## src/rtl/alu_instr_sequencer.sv

```systemverilog
// Hardwired control unit: sequences fetch (T0-T2) and register-register ALU execute (T3-T5)
// strobes for the bus-based datapath, with memory ready handshake, timeout and illegal-op trap.
//
// state  | meaning
// S_IDLE | no strobes; waits for Run
// S_T0   | PC to MAR, PC+1 into Z
// S_T1   | Z to PC (first cycle), memory read into MDR; holds until Mem_ready
// S_T2   | MDR to IR
// S_T3   | decode; Rb onto bus into Y (ALU ops)
// S_T4   | Rc onto bus, ALU op into Z
// S_T5   | Z into Ra; instruction retires
// S_HALT | Halted; left only through reset
module alu_instr_sequencer #(
  parameter int DATA_W      = 32,
  parameter int NUM_REGS    = 16,
  parameter int ALU_CTRL_W  = 5,
  parameter int MEM_TIMEOUT = 15,
  parameter int CNT_W       = 16
) (
  input  logic                  Clock,
  input  logic                  Reset,
  input  logic                  Run,
  input  logic                  Mem_ready,
  input  logic [DATA_W-1:0]     IR_data,
  output logic                  PCout,
  output logic                  ZLOout,
  output logic                  MDRout,
  output logic                  MARin,
  output logic                  PCin,
  output logic                  MDRin,
  output logic                  IRin,
  output logic                  Yin,
  output logic                  Zin,
  output logic                  IncrementPC,
  output logic                  Read,
  output logic [ALU_CTRL_W-1:0] ALUControl,
  output logic [NUM_REGS-1:0]   Rin,
  output logic [NUM_REGS-1:0]   Rout,
  output logic                  Halted,
  output logic                  Illegal_op,
  output logic                  Bus_error,
  output logic [CNT_W-1:0]      Instr_count
);

  typedef enum logic [2:0] {
    S_IDLE, S_T0, S_T1, S_T2, S_T3, S_T4, S_T5, S_HALT
  } state_t;

  localparam logic [4:0] OP_ALU_FIRST = 5'b00011;
  localparam logic [4:0] OP_ALU_LAST  = 5'b01011;
  localparam logic [4:0] OP_NOP       = 5'b11010;
  localparam logic [4:0] OP_HALT      = 5'b11011;
  localparam logic [4:0] REG_LIMIT    = 5'(NUM_REGS);
  localparam logic [7:0] TMO_LOAD     = 8'(MEM_TIMEOUT - 1);

  state_t     state;
  logic [7:0] wait_cnt;

  logic [4:0] op;
  logic [3:0] ra;
  logic [3:0] rb;
  logic [3:0] rc;
  logic       is_alu;
  logic       is_nop;
  logic       is_halt;
  logic       regs_ok;
  logic       illegal;
  logic       unused_ir_bits;

  assign op      = IR_data[31:27];
  assign ra      = IR_data[26:23];
  assign rb      = IR_data[22:19];
  assign rc      = IR_data[18:15];
  assign is_alu  = (op >= OP_ALU_FIRST) && (op <= OP_ALU_LAST);
  assign is_nop  = (op == OP_NOP);
  assign is_halt = (op == OP_HALT);
  assign regs_ok = ({1'b0, ra} < REG_LIMIT) && ({1'b0, rb} < REG_LIMIT) &&
                   ({1'b0, rc} < REG_LIMIT);
  // Register fields only matter for ALU ops; nop/halt ignore them.
  assign illegal = !(is_nop || is_halt || (is_alu && regs_ok));
  assign unused_ir_bits = ^IR_data[14:0];

  function automatic logic [NUM_REGS-1:0] reg_onehot(input logic [3:0] idx);
    reg_onehot = {{(NUM_REGS-1){1'b0}}, 1'b1} << idx;
  endfunction

  // Outputs are written together with the state they belong to, so they are
  // valid for exactly the cycles the state register holds that state.
  always_ff @(posedge Clock) begin
    if (!Reset) begin
      state       <= S_IDLE;
      wait_cnt    <= '0;
      PCout       <= 1'b0;
      ZLOout      <= 1'b0;
      MDRout      <= 1'b0;
      MARin       <= 1'b0;
      PCin        <= 1'b0;
      MDRin       <= 1'b0;
      IRin        <= 1'b0;
      Yin         <= 1'b0;
      Zin         <= 1'b0;
      IncrementPC <= 1'b0;
      Read        <= 1'b0;
      ALUControl  <= '0;
      Rin         <= '0;
      Rout        <= '0;
      Halted      <= 1'b0;
      Illegal_op  <= 1'b0;
      Bus_error   <= 1'b0;
      Instr_count <= '0;
    end else begin
      PCout       <= 1'b0;
      ZLOout      <= 1'b0;
      MDRout      <= 1'b0;
      MARin       <= 1'b0;
      PCin        <= 1'b0;
      MDRin       <= 1'b0;
      IRin        <= 1'b0;
      Yin         <= 1'b0;
      Zin         <= 1'b0;
      IncrementPC <= 1'b0;
      Read        <= 1'b0;
      ALUControl  <= '0;
      Rin         <= '0;
      Rout        <= '0;
      Halted      <= 1'b0;
      case (state)
        S_IDLE: begin
          if (Run) begin
            state       <= S_T0;
            PCout       <= 1'b1;
            MARin       <= 1'b1;
            IncrementPC <= 1'b1;
            Zin         <= 1'b1;
          end
        end
        S_T0: begin
          state    <= S_T1;
          wait_cnt <= TMO_LOAD;
          ZLOout   <= 1'b1;
          PCin     <= 1'b1;
          Read     <= 1'b1;
          MDRin    <= 1'b1;
        end
        S_T1: begin
          if (Mem_ready) begin
            state  <= S_T2;
            MDRout <= 1'b1;
            IRin   <= 1'b1;
          end else if (wait_cnt == 8'd0) begin
            state     <= S_HALT;
            Halted    <= 1'b1;
            Bus_error <= 1'b1;
          end else begin
            wait_cnt <= wait_cnt - 8'd1;
            ZLOout   <= 1'b1;
            Read     <= 1'b1;
            MDRin    <= 1'b1;
          end
        end
        S_T2: begin
          state <= S_T3;
          if (is_alu && regs_ok) begin
            Rout <= reg_onehot(rb);
            Yin  <= 1'b1;
          end
        end
        S_T3: begin
          if (illegal) begin
            state      <= S_HALT;
            Halted     <= 1'b1;
            Illegal_op <= 1'b1;
          end else if (is_halt) begin
            state  <= S_HALT;
            Halted <= 1'b1;
          end else if (is_nop) begin
            Instr_count <= Instr_count + CNT_W'(1);
            if (Run) begin
              state       <= S_T0;
              PCout       <= 1'b1;
              MARin       <= 1'b1;
              IncrementPC <= 1'b1;
              Zin         <= 1'b1;
            end else begin
              state <= S_IDLE;
            end
          end else begin
            state      <= S_T4;
            Rout       <= reg_onehot(rc);
            ALUControl <= ALU_CTRL_W'(op);
            Zin        <= 1'b1;
          end
        end
        S_T4: begin
          state  <= S_T5;
          ZLOout <= 1'b1;
          Rin    <= reg_onehot(ra);
        end
        S_T5: begin
          Instr_count <= Instr_count + CNT_W'(1);
          if (Run) begin
            state       <= S_T0;
            PCout       <= 1'b1;
            MARin       <= 1'b1;
            IncrementPC <= 1'b1;
            Zin         <= 1'b1;
          end else begin
            state <= S_IDLE;
          end
        end
        S_HALT: begin
          Halted <= 1'b1;
        end
        default: begin
          state <= S_IDLE;
        end
      endcase
    end
  end

endmodule

```

## config.mk

```make
export PLATFORM = sky130hd
export DESIGN_NAME = alu_instr_sequencer
export DESIGN_NICKNAME = d
export VERILOG_FILES = /design/src/rtl/alu_instr_sequencer.sv
export SDC_FILE = /design/constraint.sdc
export NUM_CORES = 1
export LEC_CHECK = 0
export BUFFER_PORTS_ARGS = -buffer_cell sky130_fd_sc_hd__buf_2
export CORE_MARGIN = 1.5
export CORE_UTILIZATION = 53
export CTS_CLUSTER_SIZE = 16
export DETAILED_ROUTE_END_ITERATION = 7
export PLACE_DENSITY = 0.88
export SYNTH_ARGS = -nofsm -noshare
export SYNTH_HDL_FRONTEND = slang
export SYNTH_SLANG_ARGS = --single-unit
```

## constraint.sdc

```tcl
create_clock -name Clock -period 2.78 [get_ports Clock]
set_input_delay 0.278 -clock Clock [delete_from_list [all_inputs] [get_ports Clock]]
set_output_delay 0.278 -clock Clock [all_outputs]
set_load 0.005 [all_outputs]
```

==> impl_metrics.sql, run 1 <==
INSERT INTO impl_metrics (metric_group, metric, value, unit) VALUES
('global_routing', 'groute.usage.overall', '0.219', ''),
('place', 'placement.io_buffers', '87', ''),
('layout', 'antenna_cells_inserted', '0', ''),
('min_path', 'timing.hold.worst.start', 'IR_data[25]', ''),
('timing', 'postLayoutSetupSlackWorst', '0.851', 'ns'),
('setup_path', 'r2r_start', 'state[1]', ''),
('power', 'ir_drop', '374', 'uV'),
('timing', 'fin_worst_skew', '0.0128', 'ns'),
('cts', 'postCtsSetupBuffers', '0', ''),
('synthesis', 'post_synth_inst_count', '305', ''),
('cts', 'clk_pin_slew', '0.07', 'ns'),
('layout', 'n_fill_cell', '445', ''),
('timing', 'timing.final.setup_violations', '0', ''),
('synthesis', 'synth_ff_type', 'sky130_fd_sc_hd__dfxtp_1', ''),
('die', 'dieWidth', '77.5', 'um'),
('synthesis', 'synth.ff_latch_count', '74', ''),
('die', 'initial_util', '0.561', ''),
('global_routing', 'grt_first_pass_wirelength', '10500', 'um'),
('layout', 'drive_above_1_share', '0.294', ''),
('place', 'placed_cells', '449', ''),
('setup_path', 'reg2reg_to', 'wait_cnt[2]', ''),
('die', 'area_of_the_core', '5240', 'um^2'),
('detailed_routing', 'dr_total_vias', '2513', ''),
('place', 'pre_cts_ws', '0.883', 'ns'),
('die', 'rows', '26', ''),
('cts', 'cts-hold-fix-buffers', '0', ''),
('timing', 'worst-slew-pin-transition', '0.500', 'ns'),
('synthesis', 'synth.distinct_cells', '52', ''),
('timing', 'slew-limit-headroom', '0.666', ''),
('timing', 'rsz0062_at_grt', 'no', ''),
('setup_path', 'worst-r2r-cell-count', '4', ''),
('detailed_routing', 'first_pass_iters', '4', ''),
('setup_path', 'critPathKind', 'reg -> reg', ''),
('synthesis', 'syn-num-nets', '343', ''),
('power', 'power.density_cell_area', '705', 'nW/um^2'),
('layout', 'stdcell_area', '3590', 'um^2'),
('setup_path', 'worst_ep_arrival_time', '2.18', 'ns'),
('setup_path', 'critical_path.max_fanout', '13', ''),
('synthesis', 'synth.cell_area', '2940', 'um^2'),
('global_routing', 'antenna_found_initial', '0', ''),
('cts', 'cts_inserted_buffers', '9', ''),
('synthesis', 'avgSynthCellArea', '9.64', 'um^2'),
('synthesis', 'yosysSeqAreaShare', '0.504', ''),
('timing', 'fin_crit_sh', '0.694', ''),
('place', 'postPlaceCellArea', '3370', 'um^2'),
('timing', 'highest_clock_rate', '518', 'MHz'),
('cts', 'htreeDepth', '3', ''),
('detailed_routing', 'detail-route-antenna-nets', '0', ''),
('synthesis', 'asyncSetResetFlopFracSynth', '0', ''),
('global_routing', 'first_global_vias', '2284', ''),
('timing', 'final_hold_viol_count', '0', ''),
('detailed_routing', 'drt-initial-drc-count', '116', ''),
('global_routing', 'total_congestion_overflow', '0', ''),
('cts', 'clkSinkCount', '74', ''),
('run', 'maxCapViolCount', '0', ''),
('detailed_routing', 'detail_route.drc_violations', '0', ''),
('layout', 'num-nets-final', '428', ''),
('setup_path', 'cp_data_required_time', '3.03', 'ns'),
('cts', 'ctsResizeCount', '0', ''),
('detailed_routing', 'detail_route.vias_per_cell', '5.40', ''),
('min_path', 'holdPathEnd', 'Rin[2]', ''),
('detailed_routing', 'routed_wire_length_per_instance', '13.5', 'um'),
('timing', 'final-max-slew-violation-count', '0', ''),
('cts', 'cts_tree', 'built', ''),
('timing', 'fin_tns_setup', '0', 'ns'),
('layout', 'final-instance-count-excl-fill', '465', ''),
('setup_path', 'crit_path_start_kind', 'register', ''),
('setup_path', 'reg2reg_setup_slack', '0.85', 'ns'),
('layout', 'area_growth', '22.1', '%'),
('power', 'leakage', '1.53', 'nW'),
('global_routing', 'grt_max_degree', '27', ''),
('cts', 'cts_max_path_buffers', '2', ''),
('min_path', 'hold_path_depth', '2', ''),
('place', 'gp_congestion', '1.01', ''),
('die', 'die_height', '77.5', 'um'),
('run_status', 'status', 'completed', ''),
('synthesis', 'yosys_warnings', '0', ''),
('cts', 'clk-insertion-delay-late', '0.34', 'ns'),
('min_path', 'hold_path_class', 'in -> reg', ''),
('die', 'floorplan.die_area', '6000', 'um^2'),
('timing', 'post-route-min-period', '1.93', 'ns'),
('setup_path', 'end_kind', 'register', ''),
('power', 'power', '0.00253', 'W'),
('die', 'ioPinCount', '103', ''),
('synthesis', 'synth_edf_count', '0', ''),
('detailed_routing', 'routed_wirelength', '6290', 'um'),
('cts', 'clock_tree.root_cell', 'sky130_fd_sc_hd__clkbuf_8', ''),
('place', 'detailedPlacementHpwl', '4520', 'um');
sequential cells by signal, summed over array words and instances, names as in the netlist:
register and count:
Rout 16, Instr_count 16, ZLOout 1, Illegal_op 1, ALUControl 5, IncrementPC 1
Zin 1, Read 1, state 3, Bus_error 1, Rin 16, Yin 1
IRin 1, PCin 1, wait_cnt 8, Halted 1
worst max-delay path, cell delays in order (launching register included):
cell	delay [ns]
sky130_fd_sc_hd__dfxtp_1	0.57
sky130_fd_sc_hd__or4b_4	0.54
sky130_fd_sc_hd__a21oi_4	0.33
sky130_fd_sc_hd__a211oi_1	0.14
sky130_fd_sc_hd__a311oi_1	0.26
cell families (layout without fill, tap and decap cells):
logic type / Yosys count / count (layout) / share of synthesized area
compound gates: 50 / 50 / 0.126
xor+xnor: 20 / 20 / 0.0596
fa+ha+maj: 2 / 2 / 0.00851
buf+inv: 21 / 111 / 0.0430
flops: 74 / 74 / 0.504
mux: 1 / 1 / 0.00340
other cells: 1 / 1 / 0.00128
simple gates: 136 / 136 / 0.254
power by group:
group,total [W],switching [W],leakage (nW),internal [W]
registers,0.00120,0.0000753,0.599,0.00112
logic,0.000423,0.000241,0.821,0.000182
clock network,0.000911,0.000384,0.109,0.000527
per-stage QoR:
| stage | hold slack [ns] | util |
|---|---|---|
| final | 0.178 | 0.685 |
| after global routing | 0.179 | 0.685 |
| after CTS | 0.167 | 0.685 |
| after detailed placement | 0.456 | 0.644 |
| after global placement | 0.449 | 0.644 |
| after floorplan | 0.355 | - |
metal layers:
| layer | wire length (um) | GRT usage |
|---|---|---|
| met5 | 0 | 0 |
| met4 | 120 | 0.105 |
| met2 | 2960 | 0.359 |
| met1 | 2840 | 0.274 |
| met3 | 360 | 0.0471 |
cell usage in the layout (no fill, tap or decap), types with 3 or more instances in the layout:
cell,netlist,layout
sky130_fd_sc_hd__and3_1,6,6
sky130_fd_sc_hd__nor3_1,11,11
sky130_fd_sc_hd__nor2_1,49,49
sky130_fd_sc_hd__buf_2,2,87
sky130_fd_sc_hd__nand3_1,10,10
sky130_fd_sc_hd__nand2b_1,4,4
sky130_fd_sc_hd__o21ai_0,6,6
sky130_fd_sc_hd__nor3b_1,3,3
sky130_fd_sc_hd__nor4b_1,3,3
sky130_fd_sc_hd__nand2_1,12,12
sky130_fd_sc_hd__xor2_1,4,4
sky130_fd_sc_hd__nand3b_1,9,9
sky130_fd_sc_hd__clkbuf_8,0,10
sky130_fd_sc_hd__a211oi_1,7,7
sky130_fd_sc_hd__a21oi_1,5,5
sky130_fd_sc_hd__xnor2_1,16,16
sky130_fd_sc_hd__o211ai_1,4,4
sky130_fd_sc_hd__nor4_1,7,7
sky130_fd_sc_hd__o22ai_1,16,16
sky130_fd_sc_hd__inv_1,6,6
sky130_fd_sc_hd__dfxtp_1,74,74
synth_stat cells (all sizes together), types with 2 or more instances:
cell	number	area, um^2
dfxtp	74	1480
nor2	50	190
o22ai	16	100
xnor2	16	140
nand2	14	62.6
buf	11	88.8
nor3	11	55.1
nand3	10	50.1
nand3b	9	67.6
nor4	8	65.1
a211oi	7	52.6
a21oi	7	57.6
and3	6	37.5
inv	6	22.5
o21ai	6	30.0
nand2b	4	25.0
o211ai	4	30.0
xor2	4	35.0
and2b	3	27.5
clkbuf	3	11.3
nor2b	3	21.3
nor3b	3	22.5
nor4b	3	26.3
a311oi	2	17.5
and4	2	17.5
ha	2	25.0
nand4	2	12.5
o21a	2	15.0
or3	2	12.5
or3b	2	17.5
cell type report:
cell class,instances,area (um^2),share of cell area
Sequential cell,74,1480,0.413
Multi-Input combinational cell,210,1330,0.371
Timing Repair Buffer,88,443,0.123
Clock buffer,11,141,0.0394
Tap cell,70,87.6,0.0244
Clock inverter,5,77.6,0.0216
Inverter,7,26.3,0.00732
worst max-delay path by stage:
stage,endpoint,from,slack [ns]
after global placement,wait_cnt[7],state[1],0.92
after CTS,wait_cnt[7],state[1],0.88
after detailed placement,wait_cnt[5],state[1],0.88
final,wait_cnt[2],state[1],0.85
after global routing,wait_cnt[7],state[1],0.73
after floorplan,wait_cnt[6],wait_cnt[0],1.05
(Power assumes the default switching activity.)
==> run 2, diff against run 1 <==
CORE_UTILIZATION = 49   (was 53)
PLACE_DENSITY = 0.83   (was 0.88)
clock period = 1.9 ns   (was 2.78 ns; I/O delays follow)
==> impl_metrics.sql, run 2 (synthesis results as in run 1) <==
INSERT INTO impl_metrics (metric_group, metric, value, unit) VALUES
('run_status', 'status', 'completed', ''),
('setup_path', 'critical_path.max_fanout', '6', ''),
('run', 'maxCapViolCount', '0', ''),
('cts', 'cts-hold-fix-buffers', '0', ''),
('layout', 'sequential_cell_area', '1480', 'um^2'),
('cts', 'cts_max_path_buffers', '2', ''),
('setup_path', 'critPathKind', 'reg -> reg', ''),
('detailed_routing', 'detail-route-antenna-nets', '0', ''),
('setup_path', 'worst-r2r-cell-count', '9', ''),
('layout', 'drive_above_1_share', '0.314', ''),
('timing', 'timing.final.setup_violations', '0', ''),
('die', 'rows', '28', ''),
('timing', 'highest_clock_rate', '571', 'MHz'),
('detailed_routing', 'dr_total_vias', '2529', ''),
('timing', 'slew-limit-headroom', '0.670', ''),
('die', 'ioPinCount', '103', ''),
('power', 'ir_drop', '541', 'uV'),
('layout', 'num-nets-final', '440', ''),
('global_routing', 'grt_first_pass_wirelength', '10100', 'um'),
('layout', 'mostFrequentLayoutCell', 'sky130_fd_sc_hd__buf_2', ''),
('layout', 'layout_top_registers', 'Instr_count: 16 flops, Rin: 16 flops, Rout: 16 flops', ''),
('detailed_routing', 'detail_route.vias_per_cell', '5.25', ''),
('setup_path', 'r2r_start', 'wait_cnt[0]', ''),
('place', 'placement.io_buffers', '87', ''),
('layout', 'area_taken_by_multi_input_logic_gates', '1330', 'um^2'),
('cts', 'clk-insertion-delay-late', '0.34', 'ns'),
('place', 'detailedPlacementHpwl', '4580', 'um'),
('die', 'floorplan.die_area', '6470', 'um^2'),
('setup_path', 'crit_path_start_kind', 'register', ''),
('die', 'dieWidth', '80.5', 'um'),
('cts', 'cts_inserted_buffers', '9', ''),
('timing', 'final-max-slew-violation-count', '0', ''),
('detailed_routing', 'routed_wirelength', '6380', 'um'),
('cts', 'clkSinkCount', '74', ''),
('global_routing', 'antenna_found_initial', '0', ''),
('cts', 'clk_pin_slew', '0.08', 'ns'),
('min_path', 'hold_path_class', 'in -> reg', ''),
('layout', 'area_growth', '25.3', '%'),
('setup_path', 'worst_ep_arrival_time', '1.98', 'ns'),
('power', 'leakage', '1.59', 'nW'),
('cts', 'clock_tree.root_cell', 'sky130_fd_sc_hd__clkbuf_8', ''),
('cts', 'postCtsSetupBuffers', '0', ''),
('place', 'gp_congestion', '0.851', ''),
('layout', 'stdcell_area', '3680', 'um^2'),
('setup_path', 'cp_data_required_time', '2.13', 'ns'),
('global_routing', 'total_congestion_overflow', '0', ''),
('global_routing', 'first_global_vias', '2267', ''),
('detailed_routing', 'drt-initial-drc-count', '100', ''),
('layout', 'mostFrequentLayoutCells', 'sky130_fd_sc_hd__buf_2, sky130_fd_sc_hd__dfxtp_1, sky130_fd_sc_hd__nor2_1', ''),
('timing', 'fin_worst_skew', '0.0135', 'ns'),
('die', 'die_height', '80.5', 'um'),
('global_routing', 'grt_max_degree', '25', ''),
('power', 'power.density_cell_area', '1040', 'nW/um^2'),
('timing', 'post-route-min-period', '1.75', 'ns'),
('timing', 'fin_tns_setup', '0', 'ns'),
('min_path', 'timing.hold.worst.start', 'IR_data[25]', ''),
('die', 'initial_util', '0.503', ''),
('layout', 'n_fill_cell', '489', ''),
('setup_path', 'reg2reg_setup_slack', '0.15', 'ns'),
('timing', 'worst-slew-pin-transition', '0.492', 'ns'),
('global_routing', 'groute.usage.overall', '0.201', ''),
('timing', 'fin_crit_sh', '0.922', ''),
('cts', 'cts_tree', 'built', ''),
('setup_path', 'reg2reg_to', 'wait_cnt[6]', ''),
('place', 'postPlaceCellArea', '3430', 'um^2'),
('layout', 'antenna_cells_inserted', '0', ''),
('die', 'area_of_the_core', '5850', 'um^2'),
('min_path', 'holdPathEnd', 'Rin[10]', ''),
('detailed_routing', 'first_pass_iters', '4', ''),
('detailed_routing', 'detail_route.drc_violations', '0', ''),
('timing', 'rsz0062_at_grt', 'no', ''),
('timing', 'final_hold_viol_count', '0', ''),
('setup_path', 'end_kind', 'register', ''),
('min_path', 'hold_path_depth', '2', ''),
('cts', 'ctsResizeCount', '0', ''),
('cts', 'htreeDepth', '3', ''),
('detailed_routing', 'routed_wire_length_per_instance', '13.2', 'um');
## run 2: cell count changes in the layout (fill, tap and decap cells not counted), sizes merged
cell,previous run,this run
buf,88,100
clkbuf,11,10
inv,6,7
## run 2: critical path, stage by stage, from the launching register on
cell and delay [ns]:
sky130_fd_sc_hd__dfxtp_1 0.40, sky130_fd_sc_hd__inv_1 0.10, sky130_fd_sc_hd__ha_1 0.21, sky130_fd_sc_hd__nor3b_1 0.14, sky130_fd_sc_hd__buf_4 0.14, sky130_fd_sc_hd__a21oi_4 0.18, sky130_fd_sc_hd__buf_4 0.16, sky130_fd_sc_hd__o211ai_1 0.09
sky130_fd_sc_hd__xor2_1 0.16, sky130_fd_sc_hd__nor2_1 0.05
## run 2: report_power, final
part	internal, W	total, W	switching, W
clock network	0.000745	0.00135	0.000605
registers	0.00164	0.00174	0.0000965
logic	0.000337	0.000729	0.000393
total	0.00272	0.00382	0.00109
## run 2: layout make-up
cell class	count	share of cell area
tap	75	0.0255
clock buffer	10	0.0346
timing repair buffer	100	0.145
multi-input combinational	210	0.362
sequential	74	0.402
inverter	7	0.00713
clock inverter	6	0.0244
## run 2: worst max-delay path by stage
stage	start	to	slack [ns]	cells after the start
4_1_cts	wait_cnt[0]	wait_cnt[7]	0.05	8
2_1_floorplan	wait_cnt[0]	wait_cnt[6]	0.17	8
3_5_place_dp	wait_cnt[0]	wait_cnt[7]	0.08	8
6_report	wait_cnt[0]	wait_cnt[6]	0.15	9
5_1_grt	wait_cnt[0]	state[2]	0.02	7
3_3_place_gp	wait_cnt[0]	wait_cnt[7]	0.19	8
## run 2: through the flow
step	setup slack (ns)	total power, W	hold WS [ns]	cells	util
after global routing	0.0191	0.00399	0.0961	482	0.630
after CTS	0.0537	0.00382	0.0750	477	0.623
after detailed placement	0.0789	0.00247	0.442	461	0.586
final	0.147	0.00382	0.0954	482	0.630
after global placement	0.187	0.00243	0.444	461	0.586
after floorplan	0.172	0.00227	0.267	305	-
## run 2: layer usage
metal	wire length [um]	share of wire	GRT usage	vias up
met5	0	0	0	-
li1	-	-	-	1273
met2	2990	0.47	0.336	81
met4	60	0.0094	0.0845	0
met3	452	0.071	0.0591	6
met1	2880	0.45	0.240	1169
==> run 3, diff against run 2 <==
==> constraint.sdc (replaced) <==
create_clock -name Clock -period 1.9 [get_ports Clock]
set_input_delay 0.095 -clock Clock [delete_from_list [all_inputs] [get_ports Clock]]
set_output_delay 0.095 -clock Clock [all_outputs]
set_load 0.005 [all_outputs]
==> impl_metrics.sql, run 3 (synthesis results as in run 1) <==
INSERT INTO impl_metrics (metric_group, metric, value, unit) VALUES
('power', 'ir_drop', '648', 'uV'),
('place', 'detailedPlacementHpwl', '4590', 'um'),
('timing', 'fin_worst_skew', '0.00938', 'ns'),
('detailed_routing', 'met3WireLength', '446', 'um'),
('layout', 'layout_top_registers', 'Instr_count: 16 flops, Rin: 16 flops, Rout: 16 flops', ''),
('detailed_routing', 'first_pass_iters', '5', ''),
('die', 'dieWidth', '80.5', 'um'),
('global_routing', 'first_global_vias', '2261', ''),
('layout', 'drive_above_1_share', '0.308', ''),
('global_routing', 'grt_max_degree', '26', ''),
('timing', 'highest_clock_rate', '582', 'MHz'),
('timing', 'worst-slew-pin-transition', '0.497', 'ns'),
('setup_path', 'end_kind', 'register', ''),
('setup_path', 'worst_ep_arrival_time', '1.96', 'ns'),
('global_routing', 'groute.usage.overall', '0.205', ''),
('timing', 'final-max-slew-violation-count', '0', ''),
('timing', 'fin_tns_setup', '0', 'ns'),
('place', 'postPlaceCellArea', '3430', 'um^2'),
('timing', 'rsz0062_at_grt', 'no', ''),
('run', 'maxCapViolCount', '0', ''),
('detailed_routing', 'routed-wl-met2', '3080', 'um'),
('die', 'initial_util', '0.503', ''),
('setup_path', 'crit_path_start_kind', 'register', ''),
('place', 'placement.io_buffers', '87', ''),
('cts', 'ctsResizeCount', '0', ''),
('place', 'gp_congestion', '0.850', ''),
('cts', 'cts_inserted_buffers', '9', ''),
('run_status', 'status', 'completed', ''),
('detailed_routing', 'detail_route.vias_per_cell', '5.33', ''),
('die', 'floorplan.die_area', '6470', 'um^2'),
('detailed_routing', 'routed_wirelength', '6570', 'um'),
('power', 'power.density_cell_area', '1090', 'nW/um^2'),
('timing', 'timing.final.setup_violations', '0', ''),
('setup_path', 'cp_data_required_time', '2.14', 'ns'),
('power', 'power', '0.00407', 'W'),
('layout', 'stdcell_area', '3730', 'um^2'),
('global_routing', 'total_congestion_overflow', '0', ''),
('timing', 'fin_crit_sh', '0.905', ''),
('global_routing', 'grt_first_pass_wirelength', '10100', 'um'),
('layout', 'mostFrequentLayoutCells', 'sky130_fd_sc_hd__buf_2, sky130_fd_sc_hd__dfxtp_1, sky130_fd_sc_hd__nor2_1', ''),
('power', 'leakage', '1.60', 'nW'),
('detailed_routing', 'routed_wire_length_per_instance', '13.7', 'um'),
('cts', 'htreeDepth', '3', ''),
('die', 'area_of_the_core', '5850', 'um^2'),
('detailed_routing', 'top_layer_used', 'met4', ''),
('timing', 'post-route-min-period', '1.72', 'ns'),
('cts', 'clkSinkCount', '74', ''),
('detailed_routing', 'dr_total_vias', '2565', ''),
('min_path', 'hold_path_class', 'in -> reg', ''),
('die', 'die_height', '80.5', 'um'),
('layout', 'area_growth', '26.9', '%'),
('cts', 'cts_max_path_buffers', '2', ''),
('die', 'ioPinCount', '103', ''),
('cts', 'clk-insertion-delay-late', '0.34', 'ns'),
('timing', 'final_hold_viol_count', '0', ''),
('timing', 'slew-limit-headroom', '0.666', ''),
('die', 'rows', '28', ''),
('cts', 'clock_tree.root_cell', 'sky130_fd_sc_hd__clkbuf_8', ''),
('detailed_routing', 'detail-route-antenna-nets', '0', ''),
('layout', 'num-nets-final', '439', ''),
('setup_path', 'critPathKind', 'reg -> reg', ''),
('timing', 'hold_slack', '0.0238', 'ns'),
('detailed_routing', 'detail_route.drc_violations', '0', ''),
('layout', 'antenna_cells_inserted', '0', ''),
('layout', 'mostFrequentLayoutCell', 'sky130_fd_sc_hd__buf_2', ''),
('global_routing', 'antenna_found_initial', '0', ''),
('cts', 'cts_tree', 'built', ''),
('detailed_routing', 'routedLengthMet1', '2890', 'um'),
('setup_path', 'critical_path.max_fanout', '9', ''),
('cts', 'clk_pin_slew', '0.08', 'ns'),
('detailed_routing', 'drt-initial-drc-count', '97', '');
## run 3: metal layers
layer	track usage	vias up
met5	0	-
met4	0.107	0
met3	0.0466	15
met2	0.344	100
met1	0.243	1171
li1	-	1279
## run 3: area by class of cell
| type | count | area (um^2) |
|---|---|---|
| multi-input cells | 211 | 1340 |
| clock buffers | 10 | 128 |
| clock inverters | 6 | 138 |
| flip-flops and latches | 74 | 1480 |
| fillers | 483 | 2120 |
| well taps | 75 | 93.8 |
| inverters | 7 | 26.3 |
| repair buffers | 98 | 523 |
## run 3: path summary, 6_finish.rpt
check	start	to	slack, ns	depth (start not counted)
max	state[0]	wait_cnt[3]	0.18	4
min	Run	IncrementPC	0.02	3
max reg2reg	state[0]	wait_cnt[3]	0.18	4
min reg2reg	Bus_error	Bus_error	0.48	2
## run 3: repair_timing
item	4_1_cts	5_1_grt
setup buffers	0	1
hold buffers	2	0
hold endpoints to repair	4	0
setup endpoints to repair	0	2
## run 3: report_power, final
part,internal [W],total (W),switching [W]
combinational,0.000326,0.000739,0.000413
sequential,0.00164,0.00173,0.0000878
clock,0.00101,0.00160,0.000586
## run 3: critical path: stages, from the launching register on
cell                       delay (ns)
sky130_fd_sc_hd__dfxtp_1         0.39
sky130_fd_sc_hd__or4b_4          0.58
sky130_fd_sc_hd__a21oi_4         0.23
sky130_fd_sc_hd__a211oi_1        0.13
sky130_fd_sc_hd__a311oi_1        0.29
## run 3: through the flow
stage | instances | util | setup slack (ns)
final | 481 | 0.638 | 0.181
after global routing | 481 | 0.638 | 0.0847
after CTS | 479 | 0.635 | 0.0497
after detailed placement | 461 | 0.586 | 0.0609
after global placement | 461 | 0.586 | 0.205
after floorplan | 305 | - | 0.172
